===== src/rtl/alu_seq_muldiv_pkg.sv =====
// Shared opcode map and FSM encoding for the registered ALU and its
// iterative multiply/divide engine.
package alu_pkg;

  localparam logic [3:0] OP_ADD  = 4'h0;
  localparam logic [3:0] OP_INC  = 4'h1;
  localparam logic [3:0] OP_SUB  = 4'h2;
  localparam logic [3:0] OP_DEC  = 4'h3;
  localparam logic [3:0] OP_MUL  = 4'h4;
  localparam logic [3:0] OP_DIV  = 4'h5;
  localparam logic [3:0] OP_SHR  = 4'h6;
  localparam logic [3:0] OP_SHL  = 4'h7;
  localparam logic [3:0] OP_AND  = 4'h8;
  localparam logic [3:0] OP_OR   = 4'h9;
  localparam logic [3:0] OP_INV  = 4'hA;
  localparam logic [3:0] OP_NAND = 4'hB;
  localparam logic [3:0] OP_NOR  = 4'hC;
  localparam logic [3:0] OP_XOR  = 4'hD;
  localparam logic [3:0] OP_XNOR = 4'hE;
  localparam logic [3:0] OP_BUF  = 4'hF;

  typedef enum logic [1:0] {
    IDLE = 2'd0,
    BUSY = 2'd1,
    DONE = 2'd2
  } state_t;

  // MUL and DIV go through the multi-cycle engine; everything else is one cycle.
  function automatic logic is_iter_op(input logic [3:0] op);
    return (op == OP_MUL) || (op == OP_DIV);
  endfunction

endpackage


===== src/rtl/alu_seq_muldiv_if.sv =====
// Operation/result handshake bundle between issue logic, the ALU and writeback.
interface alu_seq_muldiv_if #(
  parameter int WIDTH = 8
);
  logic                 en;
  logic                 in_valid;
  logic                 in_ready;
  logic [WIDTH-1:0]     a;
  logic [WIDTH-1:0]     b;
  logic [3:0]           command;
  logic                 out_valid;
  logic                 out_ready;
  logic [2*WIDTH-1:0]   y;
  logic                 carry;
  logic                 zero;
  logic                 div_err;

  // Issue/writeback side.
  modport master (
    output en, in_valid, a, b, command, out_ready,
    input  in_ready, out_valid, y, carry, zero, div_err
  );

  // ALU side.
  modport slave (
    input  en, in_valid, a, b, command, out_ready,
    output in_ready, out_valid, y, carry, zero, div_err
  );
endinterface


===== src/rtl/alu_iter_muldiv.sv =====
// Iterative unsigned multiplier (shift-add) and restoring divider sharing one
// {hi,lo} register pair. One bit per cycle for WIDTH cycles after start;
// done is high during the final step and result carries that step's outcome.
module alu_iter_muldiv #(
  parameter int WIDTH = 8
) (
  input  logic               clk,
  input  logic               rst_n,
  input  logic               start,
  input  logic               is_div,
  input  logic [WIDTH-1:0]   a,
  input  logic [WIDTH-1:0]   b,
  output logic               done,
  output logic [2*WIDTH-1:0] result
);

  localparam int CW = $clog2(WIDTH + 1);

  logic [WIDTH-1:0] hi, lo, opnd;
  logic [WIDTH-1:0] hi_nxt, lo_nxt;
  logic [WIDTH:0]   mul_sum, div_shift, div_diff;
  logic             mode_div, busy;
  logic [CW-1:0]    cnt;

  // One iteration step: multiply adds the multiplicand into hi and shifts the
  // pair right; divide shifts the pair left and restores when the trial
  // subtraction borrows. With b==0 the subtraction never borrows, so the
  // quotient fills with ones and a shifts through into the remainder.
  always_comb begin
    // NOTE: every combinational output gets a default first so no path leaves it unassigned (no latch).
    hi_nxt    = hi;
    lo_nxt    = lo;
    mul_sum   = {1'b0, hi} + (lo[0] ? {1'b0, opnd} : '0);
    div_shift = {hi, lo[WIDTH-1]};
    div_diff  = div_shift - {1'b0, opnd};
    if (mode_div) begin
      if (!div_diff[WIDTH]) begin
        hi_nxt = div_diff[WIDTH-1:0];
        lo_nxt = {lo[WIDTH-2:0], 1'b1};
      end else begin
        hi_nxt = div_shift[WIDTH-1:0];
        lo_nxt = {lo[WIDTH-2:0], 1'b0};
      end
    end else begin
      hi_nxt = mul_sum[WIDTH:1];
      lo_nxt = {mul_sum[0], lo[WIDTH-1:1]};
    end
  end

  // Operand load on start, then WIDTH iteration steps.
  always_ff @(posedge clk or negedge rst_n) begin
    if (!rst_n) begin
      busy     <= 1'b0;
      mode_div <= 1'b0;
      cnt      <= '0;
      hi       <= '0;
      lo       <= '0;
      opnd     <= '0;
    end else if (start) begin
      // NOTE: state registers use non-blocking assignments so every flop samples pre-edge values.
      busy     <= 1'b1;
      mode_div <= is_div;
      cnt      <= '0;
      hi       <= '0;
      lo       <= is_div ? a : b;
      opnd     <= is_div ? b : a;
    end else if (busy) begin
      hi  <= hi_nxt;
      lo  <= lo_nxt;
      cnt <= cnt + 1'b1;
      if (cnt == CW'(WIDTH - 1)) busy <= 1'b0;
    end
  end

  assign done   = busy && (cnt == CW'(WIDTH - 1));
  assign result = {hi_nxt, lo_nxt};

endmodule


===== src/rtl/alu_seq_muldiv.sv =====
// Registered 16-command ALU with valid/ready on both sides. Single-cycle ops
// complete on the accept edge; MUL/DIV hand off to alu_iter_muldiv.
module alu_seq_muldiv
  import alu_pkg::*;
#(
  parameter int WIDTH = 8
) (
  input logic              clk,
  input logic              rst_n,
  alu_seq_muldiv_if.slave  bus
);

  state_t               state;
  logic [2*WIDTH-1:0]   y_q;
  logic                 carry_q, zero_q, div_err_q, out_valid_q, err_pend;
  logic                 accept, iter_start, iter_done;
  logic [2*WIDTH-1:0]   iter_res;
  logic [2*WIDTH-1:0]   op_y;
  logic                 op_carry;
  logic [WIDTH:0]       ext;

  // Held low during reset so nothing is taken while the block is cleared.
  assign bus.in_ready = rst_n & ((state == IDLE) | ((state == DONE) & bus.out_ready));
  assign accept       = bus.in_valid & bus.in_ready;
  assign iter_start   = accept & is_iter_op(bus.command);

  alu_iter_muldiv #(.WIDTH(WIDTH)) u_iter (
    .clk    (clk),
    .rst_n  (rst_n),
    .start  (iter_start),
    .is_div (bus.command == OP_DIV),
    .a      (bus.a),
    .b      (bus.b),
    .done   (iter_done),
    .result (iter_res)
  );

  // Single-cycle result and carry/borrow straight from the live inputs.
  always_comb begin
    op_y     = '0;
    op_carry = 1'b0;
    ext      = '0;
    case (bus.command)
      OP_ADD:  ext = {1'b0, bus.a} + {1'b0, bus.b};
      OP_INC:  ext = {1'b0, bus.a} + (WIDTH+1)'(1);
      OP_SUB:  ext = {1'b0, bus.a} - {1'b0, bus.b};
      OP_DEC:  ext = {1'b0, bus.a} - (WIDTH+1)'(1);
      OP_SHR:  op_y[WIDTH-1:0] = bus.a >> 1;
      OP_SHL:  op_y[WIDTH:0]   = {bus.a, 1'b0};
      OP_AND:  op_y[WIDTH-1:0] = bus.a & bus.b;
      OP_OR:   op_y[WIDTH-1:0] = bus.a | bus.b;
      OP_INV:  op_y[WIDTH-1:0] = ~bus.a;
      OP_NAND: op_y[WIDTH-1:0] = ~(bus.a & bus.b);
      OP_NOR:  op_y[WIDTH-1:0] = ~(bus.a | bus.b);
      OP_XOR:  op_y[WIDTH-1:0] = bus.a ^ bus.b;
      OP_XNOR: op_y[WIDTH-1:0] = ~(bus.a ^ bus.b);
      OP_BUF:  op_y[WIDTH-1:0] = bus.a;
      default: op_y = '0;
    endcase
    if (bus.command inside {OP_ADD, OP_INC, OP_SUB, OP_DEC}) begin
      op_y[WIDTH:0] = ext;
      op_carry      = ext[WIDTH];
    end
  end

  // Control FSM plus result/flag register; a result holds until out_ready.
  always_ff @(posedge clk or negedge rst_n) begin
    if (!rst_n) begin
      state       <= IDLE;
      out_valid_q <= 1'b0;
      y_q         <= '0;
      carry_q     <= 1'b0;
      zero_q      <= 1'b0;
      div_err_q   <= 1'b0;
      err_pend    <= 1'b0;
    end else if (accept) begin
      if (is_iter_op(bus.command)) begin
        state       <= BUSY;
        out_valid_q <= 1'b0;
        err_pend    <= (bus.command == OP_DIV) && (bus.b == '0);
      end else begin
        state       <= DONE;
        out_valid_q <= 1'b1;
        y_q         <= op_y;
        carry_q     <= op_carry;
        zero_q      <= (op_y == '0);
        div_err_q   <= 1'b0;
      end
    end else begin
      case (state)
        BUSY: if (iter_done) begin
          state       <= DONE;
          out_valid_q <= 1'b1;
          y_q         <= iter_res;
          carry_q     <= 1'b0;
          zero_q      <= (iter_res == '0);
          div_err_q   <= err_pend;
        end
        DONE: if (bus.out_ready) begin
          state       <= IDLE;
          out_valid_q <= 1'b0;
        end
        default: ;
      endcase
    end
  end

  assign bus.out_valid = out_valid_q;
  assign bus.y         = bus.en ? y_q : '0;
  assign bus.carry     = carry_q;
  assign bus.zero      = zero_q;
  assign bus.div_err   = div_err_q;

endmodule


===== src/flat_wrapper.sv =====
// flat-port wrapper written by rule: the top's interface ports become plain ports
module alu_seq_muldiv_flat import alu_pkg::*;
#(
  parameter int WIDTH = 8
)
  (clk, rst_n, bus_en, bus_in_valid, bus_a, bus_b, bus_command, bus_out_ready, bus_in_ready, bus_out_valid, bus_y, bus_carry, bus_zero, bus_div_err);
  alu_seq_muldiv_if #(.WIDTH(WIDTH)) bus_i ();
  input logic clk;
  input logic rst_n;
  input wire logic [$bits(bus_i.en)-1:0] bus_en;
  input wire logic [$bits(bus_i.in_valid)-1:0] bus_in_valid;
  input wire logic [$bits(bus_i.a)-1:0] bus_a;
  input wire logic [$bits(bus_i.b)-1:0] bus_b;
  input wire logic [$bits(bus_i.command)-1:0] bus_command;
  input wire logic [$bits(bus_i.out_ready)-1:0] bus_out_ready;
  output wire logic [$bits(bus_i.in_ready)-1:0] bus_in_ready;
  output wire logic [$bits(bus_i.out_valid)-1:0] bus_out_valid;
  output wire logic [$bits(bus_i.y)-1:0] bus_y;
  output wire logic [$bits(bus_i.carry)-1:0] bus_carry;
  output wire logic [$bits(bus_i.zero)-1:0] bus_zero;
  output wire logic [$bits(bus_i.div_err)-1:0] bus_div_err;
  assign bus_i.en = bus_en;
  assign bus_i.in_valid = bus_in_valid;
  assign bus_i.a = bus_a;
  assign bus_i.b = bus_b;
  assign bus_i.command = bus_command;
  assign bus_i.out_ready = bus_out_ready;
  assign bus_in_ready = bus_i.in_ready;
  assign bus_out_valid = bus_i.out_valid;
  assign bus_y = bus_i.y;
  assign bus_carry = bus_i.carry;
  assign bus_zero = bus_i.zero;
  assign bus_div_err = bus_i.div_err;
  alu_seq_muldiv #(.WIDTH(WIDTH)) u_core (.clk(clk), .rst_n(rst_n), .bus(bus_i));
endmodule

===== config.mk =====
export PLATFORM = sky130hd
export DESIGN_NAME = alu_seq_muldiv_flat
export DESIGN_NICKNAME = d
export VERILOG_FILES = /design/src/rtl/alu_seq_muldiv_pkg.sv /design/src/rtl/alu_seq_muldiv_if.sv /design/src/rtl/alu_iter_muldiv.sv /design/src/rtl/alu_seq_muldiv.sv /design/src/flat_wrapper.sv
export SDC_FILE = /design/constraint.sdc
export NUM_CORES = 1
export LEC_CHECK = 0
export ABC_AREA = 1
export BUFFER_PORTS_ARGS = -buffer_cell sky130_fd_sc_hd__buf_2
export CAP_MARGIN = 20
export CORE_UTILIZATION = 65
export CTS_CLUSTER_DIAMETER = 30
export DETAILED_ROUTE_END_ITERATION = 6
export GPL_TIMING_DRIVEN = 0
export PLACE_DENSITY = 0.82
export SLEW_MARGIN = 20
export SYNTH_ARGS = -nofsm -noshare
export SYNTH_HDL_FRONTEND = slang
export SYNTH_SLANG_ARGS = --single-unit

===== constraint.sdc =====
create_clock -name clk -period 4.31 [get_ports clk]
set_clock_uncertainty 0.05 [all_clocks]
set_input_delay 0.431 -clock clk [delete_from_list [all_inputs] [get_ports clk]]
set_output_delay 0.431 -clock clk [all_outputs]
set_load 0.03 [all_outputs]

==> results.json <==
{
  "drtPass1Iterations": 5,
  "placed_cells": 963,
  "intPower_mw": 1.555,
  "r2r-end": "u_core.bus.zero",
  "fmax_ghz": 0.3280,
  "antenna_found_initial": 1,
  "synth.avg_cell_area_um2": 6.403,
  "rsz0062_at_grt": "no",
  "critPathLaunchType": "input pin",
  "pwr-share-clk": 0.106,
  "hold_violations": 0,
  "power_density_nw_per_um2": 576.0,
  "yosysWarningCount": 0,
  "ctsHoldBuffers": 0,
  "cts_root_buf": "clkbuf_8",
  "final_util": 0.7331,
  "period_needed_ps": 3049,
  "cap_violations": 0,
  "synth_nets": 891,
  "h-tree-depth": 2,
  "syn_inst": 818,
  "port_buffers": 43,
  "gp_congestion": 1.016,
  "start_util": 0.6743,
  "drtAntennaViolNets": 0,
  "vias": 5737,
  "synth_cell_type_count": 44,
  "dieArea_um2": 8421,
  "vias_per_cell": 5.908,
  "first_iter_violations": 610,
  "grt_first_pass_wirelength_um": 26170,
  "critPathKind": "input pin to register",
  "grt_pass1_vias": 5602,
  "rows": 32,
  "top_usage_layer": "met2",
  "clock_sinks": 52,
  "die_height_um": 91.77,
  "clkSlewWorstSetupHoldPaths_ps": 110,
  "power_frac_seq": 0.253,
  "required_ps": 4470,
  "routed_wl_um": 15680,
  "switching_share": 0.5258,
  "crit_fanout": 6,
  "leakagePower_nw": 3.191,
  "n_antenna_cell": 0,
  "min_period_over_period": 0.7074,
  "track_usage": 0.3925,
  "cts_tree": "done",
  "reg2reg_depth": 17,
  "insertion_delay_ps": 320,
  "cp-end-kind": "register",
  "ys.flop_type": "dfrtp_1",
  "numCtsBuffers": 5,
  "setup_tns_ps": 0,
  "p_comb_frac": 0.642,
  "setup_viol": 0,
  "finalMaxSlewViolations": 0,
  "ir_worst_vdd_uv": 390.6,
  "synthMostInstantiatedCell": "nand2_1",
  "layout.nets": 941,
  "gr-total-overflow": 0,
  "hold_path_class": "input pin to asynchronous set/reset pin",
  "synth_top_area_share": 0.2484,
  "postCtsSetupRepairBufs": 0,
  "final_cell_count_no_fill": 971,
  "synth_seq_area_share": 0.2484,
  "r2r_slack_ps": 1510,
  "ys_async_sr_fraction": 1.000,
  "r2r-start": "u_core.u_iter.lo[7]",
  "cp.arrival_ps": 3210,
  "die_w_um": 91.77,
  "drc": 0,
  "area_delta_synth_final_pct": 8.720,
  "switchingPower_mw": 1.724,
  "grt_util_met1": 0.4863,
  "ys_ff_latch": 52,
  "grt_max_degree": 54,
  "grtUsageMet2": 0.6711,
  "wl_per_cell_um": 16.14,
  "cts_resized": 0,
  "worst_slew_margin_rel": 0.5498,
  "synth_top_cell_by_area": "dfrtp_1",
  "met3_usage": 0.05638,
  "clock_path_buffers": 2,
  "core_um2": 7767,
  "drive_gt1_frac": 0.1128,
  "dp_hpwl_um": 12450,
  "synth_common_cells": "nand2_1, inv_1, nor2_1",
  "whs_ps": 77.96,
  "synth_area_um2": 5238,
  "tightest_slew_ps": 675.3,
  "yosys-top-cells-area": "dfrtp_1, nand2_1, ha_1",
  "status": "finished clean",
  "synth_edf_count": 0,
  "ios": 46
}
-- worst max-delay path by stage --
| stage | start | slack, ps | end | depth (start not counted) |
|---|---|---|---|---|
| floorplan | bus_b[0] | 1650 | u_core.bus.zero | 20 |
| global placement | rst_n | 1100 | u_core.u_iter.lo[5] | 8 |
| detailed placement | bus_b[1] | 1020 | u_core.bus.zero | 21 |
| CTS | bus_b[1] | 1340 | u_core.bus.zero | 21 |
| global route | bus_b[0] | 1010 | u_core.bus.zero | 21 |
| finish | bus_b[1] | 1260 | u_core.bus.zero | 21 |
-- flip-flops by register name, summed over array words and instances (netlist names) --
| name | cells |
|---|---|
| u_core.bus.carry | 1 |
| u_core.bus.div_err | 1 |
| u_core.bus.zero | 1 |
| u_core.err_pend | 1 |
| u_core.state | 2 |
| u_core.u_iter.busy | 1 |
| u_core.u_iter.cnt | 4 |
| u_core.u_iter.hi | 8 |
| u_core.u_iter.lo | 8 |
| u_core.u_iter.mode_div | 1 |
| u_core.u_iter.opnd | 8 |
| u_core.y_q | 16 |
-- cell families (layout without fill, tap and decap cells) --
family	after synthesis	after routing	synth area share
flip-flops	52	52	0.2484
XOR/XNOR	8	8	0.01338
AND/OR/NAND/NOR	421	421	0.3495
adder cells (fa/ha/maj)	48	48	0.1190
AO/OA/AOI/OAI	136	136	0.1558
buffers and inverters	153	204	0.1139
-- per-layer routing --
layer,wire [µm],share of wire
met3,1257,0.080
met5,0,0
met4,657,0.042
met2,7495,0.48
met1,6266,0.40
-- cell usage in the layout (no fill, tap or decap), types with 4 or more instances in the layout --
cell type  instances
buf_2             48
clkbuf_1           9
xor2_1             5
nand3b_1           7
nand2_2            6
nand2_1          266
ha_1              45
nor2_1            58
o221ai_1          10
o21ai_0           53
o21ai_1           14
o211ai_1          15
inv_1            126
inv_2              8
a21oi_1           20
a22oi_1            6
nand4_1           12
nor2_2             8
o21a_1             4
nand2_4            4
dfrtp_1           52
clkbuf_8           5
nor2_4             4
nor3_1             6
nand3_1           43
o22ai_1            5
-- critical path: stages --
cell,delay (ps)
buf_2,130
inv_1,160
ha_1,220
inv_1,50
nor3_1,310
nand3_1,160
xor2_1,170
nand2_1,60
nand2_1,60
ha_1,360
a21oi_1,190
o21a_1,170
nand2_1,60
nand2_1,70
nand3_1,80
nand3_1,110
nor2_1,50
nand3_1,100
nand2_1,80
nor2_1,120
nor2_1,50
-- layout make-up --
| class | instances | area (µm²) |
|---|---|---|
| clock buffers | 6 | 72.57 |
| plain buffers | 18 | 90.09 |
| multi-input cells | 613 | 3339 |
| well taps | 102 | 127.6 |
| flip-flops and latches | 52 | 1301 |
| fillers | 651 | 2073 |
| clock inverters | 2 | 38.79 |
| inverters | 135 | 506.7 |
| repair buffers | 43 | 217.7 |
-- metrics by stage --
step	instance area [µm²]	total power [mW]	setup slack [ps]
after global placement	5580	2.782	1099
after detailed placement	5583	2.880	1024
final	5694	3.280	1261
after global routing	5694	3.588	1011
after floorplan	5238	2.333	1645
after CTS	5694	3.228	1336
-- power groups by stage --
stage                     clock network [mW]  logic, mW  registers, mW
final                                  0.347       2.10          0.829
after global placement                     0       1.96          0.819
after detailed placement                   0       2.05          0.830
after floorplan                            0       1.52          0.809
after global routing                   0.362       2.38          0.846
after CTS                              0.344       2.06          0.821
Power figures use the tool's default switching activity.
